## src/rtl/sync_fifo_prog.sv

```systemverilog
// Single-clock FIFO with programmable almost-full/almost-empty thresholds, level output and sticky errors.
// Define SYNC_FIFO_FWFT_EN for first-word-fall-through read data; default is registered read data.
module sync_fifo_prog #(
   parameter int DW = 8,
   parameter int AW = 4
) (
   input  logic          clk,
   input  logic          rst,
   input  logic          w_en,
   input  logic [DW-1:0] i_dat,
   output logic          w_full,
   output logic          w_almost_full,
   input  logic          r_en,
   output logic [DW-1:0] o_dat,
   output logic          r_empty,
   output logic          r_almost_empty,
   input  logic [AW:0]   i_af_thresh,
   input  logic [AW:0]   i_ae_thresh,
   output logic [AW:0]   o_level,
   input  logic          i_err_clr,
   output logic          o_overflow,
   output logic          o_underflow
);

   localparam logic [AW:0] DEPTH = {1'b1, {AW{1'b0}}};
   localparam logic [AW:0] ONE   = {{AW{1'b0}}, 1'b1};

   logic [DW-1:0] mem [0:(1<<AW)-1];
   logic [AW:0]   wptr, rptr;
   logic [AW:0]   wptr_nxt, rptr_nxt, level_nxt;
   logic          wr_acc, rd_acc;

   // Flags are registered from the post-edge level, so requests never reach them combinationally.
   always_comb begin
      wr_acc    = w_en && !w_full && !rst;
      rd_acc    = r_en && !r_empty && !rst;
      wptr_nxt  = wr_acc ? wptr + ONE : wptr;
      rptr_nxt  = rd_acc ? rptr + ONE : rptr;
      level_nxt = wptr_nxt - rptr_nxt;
   end

   always_ff @(posedge clk) begin
      if (rst) begin
         wptr           <= '0;
         rptr           <= '0;
         o_level        <= '0;
         w_full         <= 1'b0;
         w_almost_full  <= 1'b0;
         r_empty        <= 1'b1;
         r_almost_empty <= 1'b1;
         o_overflow     <= 1'b0;
         o_underflow    <= 1'b0;
      end else begin
         wptr           <= wptr_nxt;
         rptr           <= rptr_nxt;
         o_level        <= level_nxt;
         w_full         <= (level_nxt == DEPTH);
         w_almost_full  <= (level_nxt >= i_af_thresh);
         r_empty        <= (level_nxt == '0);
         r_almost_empty <= (level_nxt <= i_ae_thresh);
         // A new error event takes priority over a clear in the same cycle.
         o_overflow     <= (w_en && w_full) || (o_overflow && !i_err_clr);
         o_underflow    <= (r_en && r_empty) || (o_underflow && !i_err_clr);
      end
   end

   always_ff @(posedge clk) begin
      if (wr_acc) mem[wptr[AW-1:0]] <= i_dat;
   end

`ifdef SYNC_FIFO_FWFT_EN
   assign o_dat = mem[rptr[AW-1:0]];
`else
   always_ff @(posedge clk) begin
      if (rst)         o_dat <= '0;
      else if (rd_acc) o_dat <= mem[rptr[AW-1:0]];
   end
`endif

endmodule
```

## config.mk

```make
export PLATFORM = sky130hd
export DESIGN_NAME = sync_fifo_prog
export DESIGN_NICKNAME = d
export VERILOG_FILES = /design/src/rtl/sync_fifo_prog.sv
export SDC_FILE = /design/constraint.sdc
export NUM_CORES = 1
export LEC_CHECK = 0
export CELL_PAD_IN_SITES_DETAIL_PLACEMENT = 0
export CELL_PAD_IN_SITES_GLOBAL_PLACEMENT = 1
export CORE_MARGIN = 4
export CORE_UTILIZATION = 38
export DETAILED_ROUTE_END_ITERATION = 8
export PLACE_DENSITY_LB_ADDON = 0.1
export SYNTH_ARGS = -nofsm -noshare
export SYNTH_HDL_FRONTEND = slang
export SYNTH_SLANG_ARGS = --single-unit
```

## constraint.sdc

```tcl
create_clock -name clk -period 13.77 [get_ports clk]
set_input_delay 4.131 -clock clk [delete_from_list [all_inputs] [get_ports clk]]
set_output_delay 4.131 -clock clk [all_outputs]
set_load 0.005 [all_outputs]
```

==> results.toml <==
[critical_path]
worst_setup_path_end_kind = "flip-flop"
cp_slowest_stage_delay_ns = 0.48
crit_arrival_ns = 8.01
crit_chain = "clkdlybuf4s50_1, buf_4, or3b_1, xnor2_1, ha_1, inv_1, fa_1, inv_1, maj3_1, a21boi_2, xnor2_1, inv_1, ha_1, or3b_2, a2bb2o_1, o221ai_1"
critPathMaxFanout = 37
crit_slowest_cell = "or3b_1"
crit_top_cell = "inv_1"
start_kind = "primary input"
critPathRequiredTime_ns = 14.10
worstSetupPathType = "in -> reg"

[floorplan]
initial_core_util_pct = 38.8
die_area_um2 = 19100
ios = 42
core_um2 = 16600
die_h_um = 138
die_w_um = 138
placementRows = 47

[global_route]
grt_use_met1_pct = 20.7
use_met3_pct = 4.39
grt_max_degree = 38
antenna_found_initial = 0
grt_pass1_vias = 3411
grt_remaining_overflow = 0
top_usage_layer = "met2"
grt_use_met2_pct = 22.5
grt_pass1_wl_mm = 21.0
grtUsageTotal_pct = 14.8

[logic_synthesis]
yosysWarnings = 0
yosys.area.top_type = "edfxtp_1"
synth.top_cells.by_area = "edfxtp_1, mux4_2, dfxtp_1"
synth_simple_gate_area_share_pct = 7.07
synth_edf_count = 128
synthMuxAreaShare_pct = 14.1
synth_nets = 406
synthXorXnorAreaFrac_pct = 1.84
synth_area_um2 = 6460
yosysTopAreaCellShare_pct = 59.5
ys_ff_latch = 157
synth-compound-area-share_pct = 2.95
ys_seq_area_share_pct = 68.5
yosysMostFrequentCell = "edfxtp_1"
synthArstFlopShare_pct = 0
ys.flop_type = "edfxtp_1"
yosysUniqueCellTypes = 47
synth_commonest_cells = "edfxtp_1, mux4_2, dfxtp_1"
synth_top_family_by_area = "multiplexers"
syn_area_per_cell_um2 = 17.6
synth-adder-area-share_pct = 3.53
synthCells = 367

[clock_network]
cts.htree.levels = 4
cts_sinks = 157
clk_path_buf_depth = 2
clkTransAtPathRegs_ns = 0.06
cts_buffers = 17
cts_resized = 0
cts_setup_buffers = 0
cts_tree = "built"
clk_latency_ns = 0.42
cts_hold_buffers = 0
cts-root-buf = "clkbuf_16"

[route]
first_iter_violations = 270
drt-total-wl_mm = 13.6
route.detailed.drc = 0
viasPerCell = 5.06
drt_pre_antenna_iters = 5
wl_per_cell_um = 20.9
antenna_left = 0
vias = 3273

[placement]
hpwl_mm = 8.83
gp_congestion = 0.755
io_buffers = 41

[sta]
finalHoldViolCount = 0
rsz0062_at_grt = "no"
whs_ns = 0.469
layout_min_cycle_time_ns = 7.68
fmax_mhz = 130
relSlewSlack_pct = 36.8
setup_violations = 0
slew_viol_final = 0
fin_setup_tns_ns = 0
finalClockSkew_ns = 0.00737
worst_pin_slew_ns = 0.944
min_period_over_period_pct = 55.8

[pwr]
seqPwrFrac_pct = 46.6
pwr-share-clk_pct = 44.2
p_sw_share_pct = 22.1
p_sw_mw = 0.251
p_leak_nw = 2.57
intPower_mw = 0.884
power_mw = 1.13
ir_drop_uv = 92.9
combPwrFrac_pct = 9.2
power.density_nw_per_um2 = 147

[min_path]
hold_class = "reg -> reg"

[cells_and_area]
antenna_cells = 0
area_growth_pct = 19.8
final_core_util_pct = 46.5
layout.nets = 453
drive_above_1_share_pct = 19.4

[run]
drv_cap = 0

[status]
outcome = "finished clean"
flip-flops by register name (all words and copies together), names as in the netlist:
register / flops
mem: 128
o_dat: 8
o_level: 5
rptr: 5
wptr: 5
o_overflow: 1
o_underflow: 1
r_almost_empty: 1
r_empty: 1
w_almost_full: 1
w_full: 1
logic make-up (layout without fill, tap and decap cells):
logic type | count (synthesis) | count (layout)
compound gates | 29 | 29
xor+xnor | 12 | 12
buf+inv | 31 | 91
flops | 157 | 157
fa+ha+maj | 18 | 18
mux | 41 | 41
simple gates | 79 | 79
metal layers:
metal / vias to the layer above / part of all wire [%] / routed length, um
met5: - / 0 / 0
met4: 0 / 1.6 / 211
met3: 15 / 5.9 / 796
met2: 83 / 46 / 6280
met1: 1656 / 46 / 6260
li1: 1519 / - / -
layout by cell type, fill, tap and decap left out, drive strengths merged, types with 5 or more instances in the layout:
cell type | Yosys | layout
clkinv | 0 | 5
nand2b | 10 | 10
nand2 | 11 | 11
o21ai | 11 | 11
edfxtp | 128 | 128
xnor2 | 9 | 9
mux4 | 40 | 40
dfxtp | 29 | 29
nor2 | 19 | 19
inv | 15 | 18
clkbuf | 11 | 17
clkdlybuf4s50 | 0 | 41
and2 | 14 | 14
ha | 15 | 15
and3 | 5 | 5
a21oi | 5 | 5
worst max-delay path: cells and delay by family:
family / cells / cell delay, ns
adders and majority gates: 4 / 1.07
and+or+nand+nor: 2 / 0.91
buffers and inverters: 5 / 0.90
xor gates and xnor gates: 2 / 0.55
AOI/OAI and AO/OA: 3 / 0.43
area by class of cell:
| type | instances | area, um2 |
|---|---|---|
| clock buffers | 17 | 425 |
| clock inverters | 15 | 211 |
| fillers | 1432 | 8910 |
| inverters | 15 | 56.3 |
| multi-input cells | 179 | 1910 |
| flip-flops and latches | 157 | 4430 |
| well taps | 220 | 275 |
| repair buffers | 44 | 433 |
through the flow:
step	setup slack, ns	area, um2	instances
6_report	6.09	7740	647
5_1_grt	5.89	7740	647
4_1_cts	6.13	7740	647
3_5_place_dp	5.71	7100	615
3_3_place_gp	5.83	7100	615
2_1_floorplan	6.57	6460	367
final timing paths:
kind                                             from                        to  depth (start not counted)  slack, ns
worst max register to register     rptr[0]$_SDFF_PP0_  w_almost_full$_SDFF_PP0_                         13       9.87
worst min-delay path            o_dat[4]$_SDFFE_PP0N_     o_dat[4]$_SDFFE_PP0N_                          2       0.47
worst min register to register  o_dat[4]$_SDFFE_PP0N_     o_dat[4]$_SDFFE_PP0N_                          2       0.47
worst max-delay path                              rst  w_almost_full$_SDFF_PP0_                         16       6.09
power groups by stage:
stage | combinational [mW] | sequential [mW] | clock [mW]
2_1_floorplan | 0.0612 | 0.538 | 0
3_3_place_gp | 0.105 | 0.538 | 0
3_5_place_dp | 0.106 | 0.539 | 0
4_1_cts | 0.107 | 0.528 | 0.514
5_1_grt | 0.116 | 0.529 | 0.534
6_report | 0.104 | 0.528 | 0.502
Power figures use the tool's default switching activity.
==> RTL change 1: new RTL, config.mk and constraints unchanged <==
The output `o_level` loses its register stage (`o_level` becomes a continuous assignment).
--- a/src/rtl/sync_fifo_prog.sv
+++ b/src/rtl/sync_fifo_prog.sv
@@ -43,7 +43,6 @@
       if (rst) begin
          wptr           <= '0;
          rptr           <= '0;
-         o_level        <= '0;
          w_full         <= 1'b0;
          w_almost_full  <= 1'b0;
          r_empty        <= 1'b1;
@@ -53,7 +52,6 @@
       end else begin
          wptr           <= wptr_nxt;
          rptr           <= rptr_nxt;
-         o_level        <= level_nxt;
          w_full         <= (level_nxt == DEPTH);
          w_almost_full  <= (level_nxt >= i_af_thresh);
          r_empty        <= (level_nxt == '0);
@@ -63,6 +61,8 @@
          o_underflow    <= (r_en && r_empty) || (o_underflow && !i_err_clr);
       end
    end
+
+   assign o_level = level_nxt;
 
    always_ff @(posedge clk) begin
       if (wr_acc) mem[wptr[AW-1:0]] <= i_dat;
Check against the original RTL: not equivalent (Yosys sat finds a counterexample within 4 cycles, from zero or initial values and one cycle with rst high).
==> RTL change 1 against the original RTL <==
  * Final cell count decreased by 1.7%
  * Via count down 1.8%
  * Setup slack got worse by 3.9 ns
  * Count of clock-buffer cells in the layout rose by 5
  * Routed wire length decreased by 5.2%
  * Core utilization barely moved
  * Area after synthesis shrank 2.0%
  * Sequential power is 3% lower
  * Highest routed layer unchanged
  * Design area shrank 3.1%
  * Total power decreased by 8.9%
  * Die area is 1.9% lower
  * Sequential cell count fell by 5
  * Largest power group unchanged
==> RTL change 1: results (changes against the original RTL) <==
HPWL Detailed - 8790 um (-0.44%)
Post-CTS Setup Inserts - 0 (unchanged)
Area Growth Syn to Fin - 18.5%
Wirelength per Cell - 20.2 um (-3.6%)
Post-synth EDFFs - 128 (unchanged)
vias in the first global route - 3390 (-0.62%)
post-synth net total - 398 (-2.0%)
first-pass GRT wire length - 20300 um (-3.3%)
Initial DRC Count - 168 (-38%)
CP max stage delay - 0.63 ns (+0.15 ns)
Ant. Diodes - 0 (unchanged)
later-pin clock latency in the skew report - 0.42 ns (about the same)
Max Cap Viol - 0 (unchanged)
layout cells sized above 1 - 17.9% (-1.6 points)
Crit-path slowest cell - clkdlybuf4s50_1
IO Port Bufs - 41 (unchanged)
mux share of post-synthesis cell area - 14.4% (+0.29 points)
sequential share of the synthesized area - 68.4% (-0.16 points)
status - finished, final reports clean
Num CTS Buffers - 17 (unchanged)
largest net degree at the start of global routing - 36 (-5.3%)
DP Area - 6970 um2 (-1.8%)
adder-cell area share of the yosys netlist - 3.60% (+0.073 points)
M1 GR Usage - 22.0% (+1.4 points)
worst-margin pin slew - 0.859 ns (-0.0849 ns)
top post-synthesis cells by count - 128 x edfxtp_1, 40 x mux4_2, 24 x dfxtp_1
met2 Usage GRT - 21.5% (-0.98 points)
XOR/XNOR Fraction of Synth Area - 1.52% (-0.32 points)
GRT Util Overall - 14.9% (+0.057 points)
post-placement cell count - 604 (-1.8%)
Leak Pwr - 2.46 nW (-4.1%)
Compound-Gate Fraction of Synth Area - 3.18% (+0.24 points)
worst clock skew - 0.00757 ns (+0.000195 ns)
CP Max Fanout - 13 (-65%)
H-tree depth - 4 (unchanged)
peak supply drop - 97.4 uV (+4.8%)
drt pass-1 iters - 4 (-1)
# nets final - 446 (-1.5%)
Post-Synthesis Cells - 359 (-2.2%)
GR Util met3 - 4.04% (-0.34 points)
top post-synthesis cells by area - edfxtp_1 61%, mux4_2 14%, dfxtp_1 7.6%
hold crit path type - reg2reg
antenna violations before repair - 0 (unchanged)
family with the most delay on the worst path - buffers and inverters
via count - 3215 (-1.8%)
Routability Congestion - 0.719 (-4.7%)
total length of routed wires - 12800 um (-5.2%)
## RTL change 1: changes by cell type in the layout (fill, tap and decap cells not counted), sizes merged, moves of 2 or more
| cell | before | now |
|---|---|---|
| clkinvlp | 3 | 1 |
| dfxtp | 29 | 24 |
| a41o | 0 | 2 |
| and2 | 14 | 12 |
| bufinv | 4 | 1 |
| clkinv | 5 | 8 |
| nor2 | 19 | 15 |
| clkbuf | 17 | 22 |
## RTL change 1: cells by family after synthesis
family | Yosys count
xor gates and xnor gates | 11
AOI/OAI and AO/OA | 30
DFF | 152
buffers and inverters | 33
muxes | 41
and+or+nand+nor | 74
adders and majority gates | 18
## RTL change 1: power breakdown
part           switching (mW)  internal, mW
Sequential            0.00506         0.507
Combinational          0.0505        0.0558
Clock                   0.170         0.245
## RTL change 1: worst reg2reg max path: stages (launching register included)
cell	delay, ns
dfxtp_2	0.31
buf_4	0.56
ha_1	0.31
nor4bb_1	0.48
xor2_1	0.17
maj3_1	0.36
a21boi_1	0.18
xnor2_1	0.21
inv_1	0.15
ha_1	0.31
or3b_2	0.43
a2bb2o_1	0.28
o221ai_1	0.07
## RTL change 1: area by class of cell
cell class                 instances  area, um2
timing repair buffer              44        433
clock buffer                      22        444
fill                            1416       8620
multi-input combinational        174       1880
sequential                       152       4330
inverter                          18       67.6
clock inverter                    10       80.1
tap                              216        270
## RTL change 1: per-layer routing
| metal | wire [um] | share of wire (%) |
|---|---|---|
| met5 | 0 | 0 |
| met2 | 5680 | 44 |
| met1 | 6280 | 49 |
| met4 | 194 | 1.5 |
| met3 | 689 | 5.4 |
## RTL change 1: per-stage QoR
stage,hold WS (ns),worst slack [ns]
after floorplan,0.465,3.62
after global routing,0.525,1.90
after global placement,0.475,2.28
final,0.475,2.16
after detailed placement,0.469,2.19
after CTS,0.479,2.19
## RTL change 1: worst paths after layout
kind	start	to	slack, ns	cells after the start
max	rst	o_level[3]	2.16	10
min	o_dat[7]	o_dat[7]	0.48	2
min reg2reg	o_dat[7]	o_dat[7]	0.48	2
max reg2reg	rptr[0]	w_almost_full	9.87	12
==> RTL change 2: new RTL, same settings <==
Made on the original files. Add a define of `SYNC_FIFO_FWFT_EN`.
--- a/src/rtl/sync_fifo_prog.sv
+++ b/src/rtl/sync_fifo_prog.sv
@@ -1,5 +1,7 @@
 // Single-clock FIFO with programmable almost-full/almost-empty thresholds, level output and sticky errors.
 // Define SYNC_FIFO_FWFT_EN for first-word-fall-through read data; default is registered read data.
+`define SYNC_FIFO_FWFT_EN
+
 module sync_fifo_prog #(
    parameter int DW = 8,
    parameter int AW = 4
Function: changed (a bounded check fails within 4 cycles, from zero or initial values and one cycle with rst high).
==> RTL change 2 against the original RTL <==
  * First-iteration DRC count shrank 14%
  * Fmax is 1.8% higher
  * Final cell count is 2.2% higher
  * Sequential cell count is 8 lower
  * Design area decreased by 3.2%
  * Setup slack better by 0.14 ns
  * Total power decreased by 6.0%
  * Routed wire length up 3.8%
  * Area after synthesis down 3.0%
  * Highest routed layer unchanged
==> RTL change 2: results (changes against the original RTL) <==
XOR/XNOR Fraction of Synth Area - 1.90% (+0.057 points)
GRT Util Overall - 16.4% (+1.5 points)
drt pass-1 iters - 4 (-1)
number of distinct library cells after synthesis - 51 (+8.5%)
Ant. Diodes - 0 (unchanged)
family with the most delay on the worst path - adder cells
beginning of the worst hold path - o_overflow
Initial DRC Count - 231 (-14%)
later-pin clock latency in the skew report - 0.42 ns (about the same)
HPWL Detailed - 9220 um (+4.5%)
Routability Congestion - 0.702 (-7.1%)
post-synth net total - 424 (+4.4%)
first-pass GRT wire length - 21800 um (+3.6%)
worst-margin pin slew - 0.915 ns (-0.0293 ns)
Critical Path AT - 7.88 ns (-0.13 ns)
top post-synthesis cells by area - edfxtp_1 61%, dfxtp_1 6.7%, mux4_2 5.8%
IO Port Bufs - 41 (unchanged)
Logic pwr share - 9.6% (+0.4 points)
status - finished, final reports clean
# resized after CTS - 0 (unchanged)
cell area power density - 142 nW/um2 (-2.9%)
top post-synthesis cells by count - 128 x edfxtp_1, 33 x mux2i_1, 21 x dfxtp_1
worst clock skew - 0.00735 ns (-0.0000291 ns)
Sw Share - 21.7% (-0.38 points)
Avg Inst Size Synth - 16.3 um2 (-7.5%)
DP Area - 6900 um2 (-2.8%)
CP Max Fanout - 29 (-22%)
largest net degree at the start of global routing - 49 (+29%)
mux share of post-synthesis cell area - 11.0% (-3.1 points)
sequential share of the synthesized area - 68.1% (-0.44 points)
R2R Setup Slk - 9.80 ns (-0.07 ns)
Compound-Gate Fraction of Synth Area - 6.45% (+3.5 points)
adder-cell area share of the yosys netlist - 3.64% (+0.11 points)
share of total power in sequential cells - 47.1% (+0.5 points)
layout cells sized above 1 - 12.6% (-6.9 points)
non-filler cells, final - 661 (+2.2%)
R2R Path Start - rptr[2]
via count - 3446 (+5.3%)
Worst R2R Path Depth - 10 (-3)
vias in the first global route - 3642 (+6.8%)
WHS Endpoint - o_overflow
Wirelength per Cell - 21.3 um (+1.6%)
Leak Pwr - 2.50 nW (-2.7%)
## RTL change 2: stage by stage
step           setup WS, ns  hold WS, ns
2_1_floorplan          6.65        0.485
3_3_place_gp           5.90        0.480
3_5_place_dp           5.78        0.480
4_1_cts                6.22        0.497
5_1_grt                5.93        0.551
6_report               6.23        0.489
## RTL change 2: worst register-to-register path, cell delays in order, from the launching register on
cell	delay, ns
dfxtp_1	0.72
and2_1	0.81
nand4_1	0.26
a211o_1	0.40
a21boi_2	0.17
xnor2_1	0.31
inv_1	0.13
ha_1	0.30
or3b_2	0.43
a2bb2o_1	0.29
o221ai_1	0.07
## RTL change 2: metal layers
layer	up-vias	GRT usage [%]	wire length (um)
li1	1605	-	-
met1	1742	19.8	6070
met2	79	28.2	7180
met3	20	4.59	575
met4	0	5.71	228
met5	-	0	0
## RTL change 2: layout make-up
cell class	instances	area (um2)
inverter	16	60.1
tap	216	270
sequential	149	4270
fill	1451	8510
clock buffer	19	433
clock inverter	13	156
multi-input combinational	203	1860
timing repair buffer	45	440
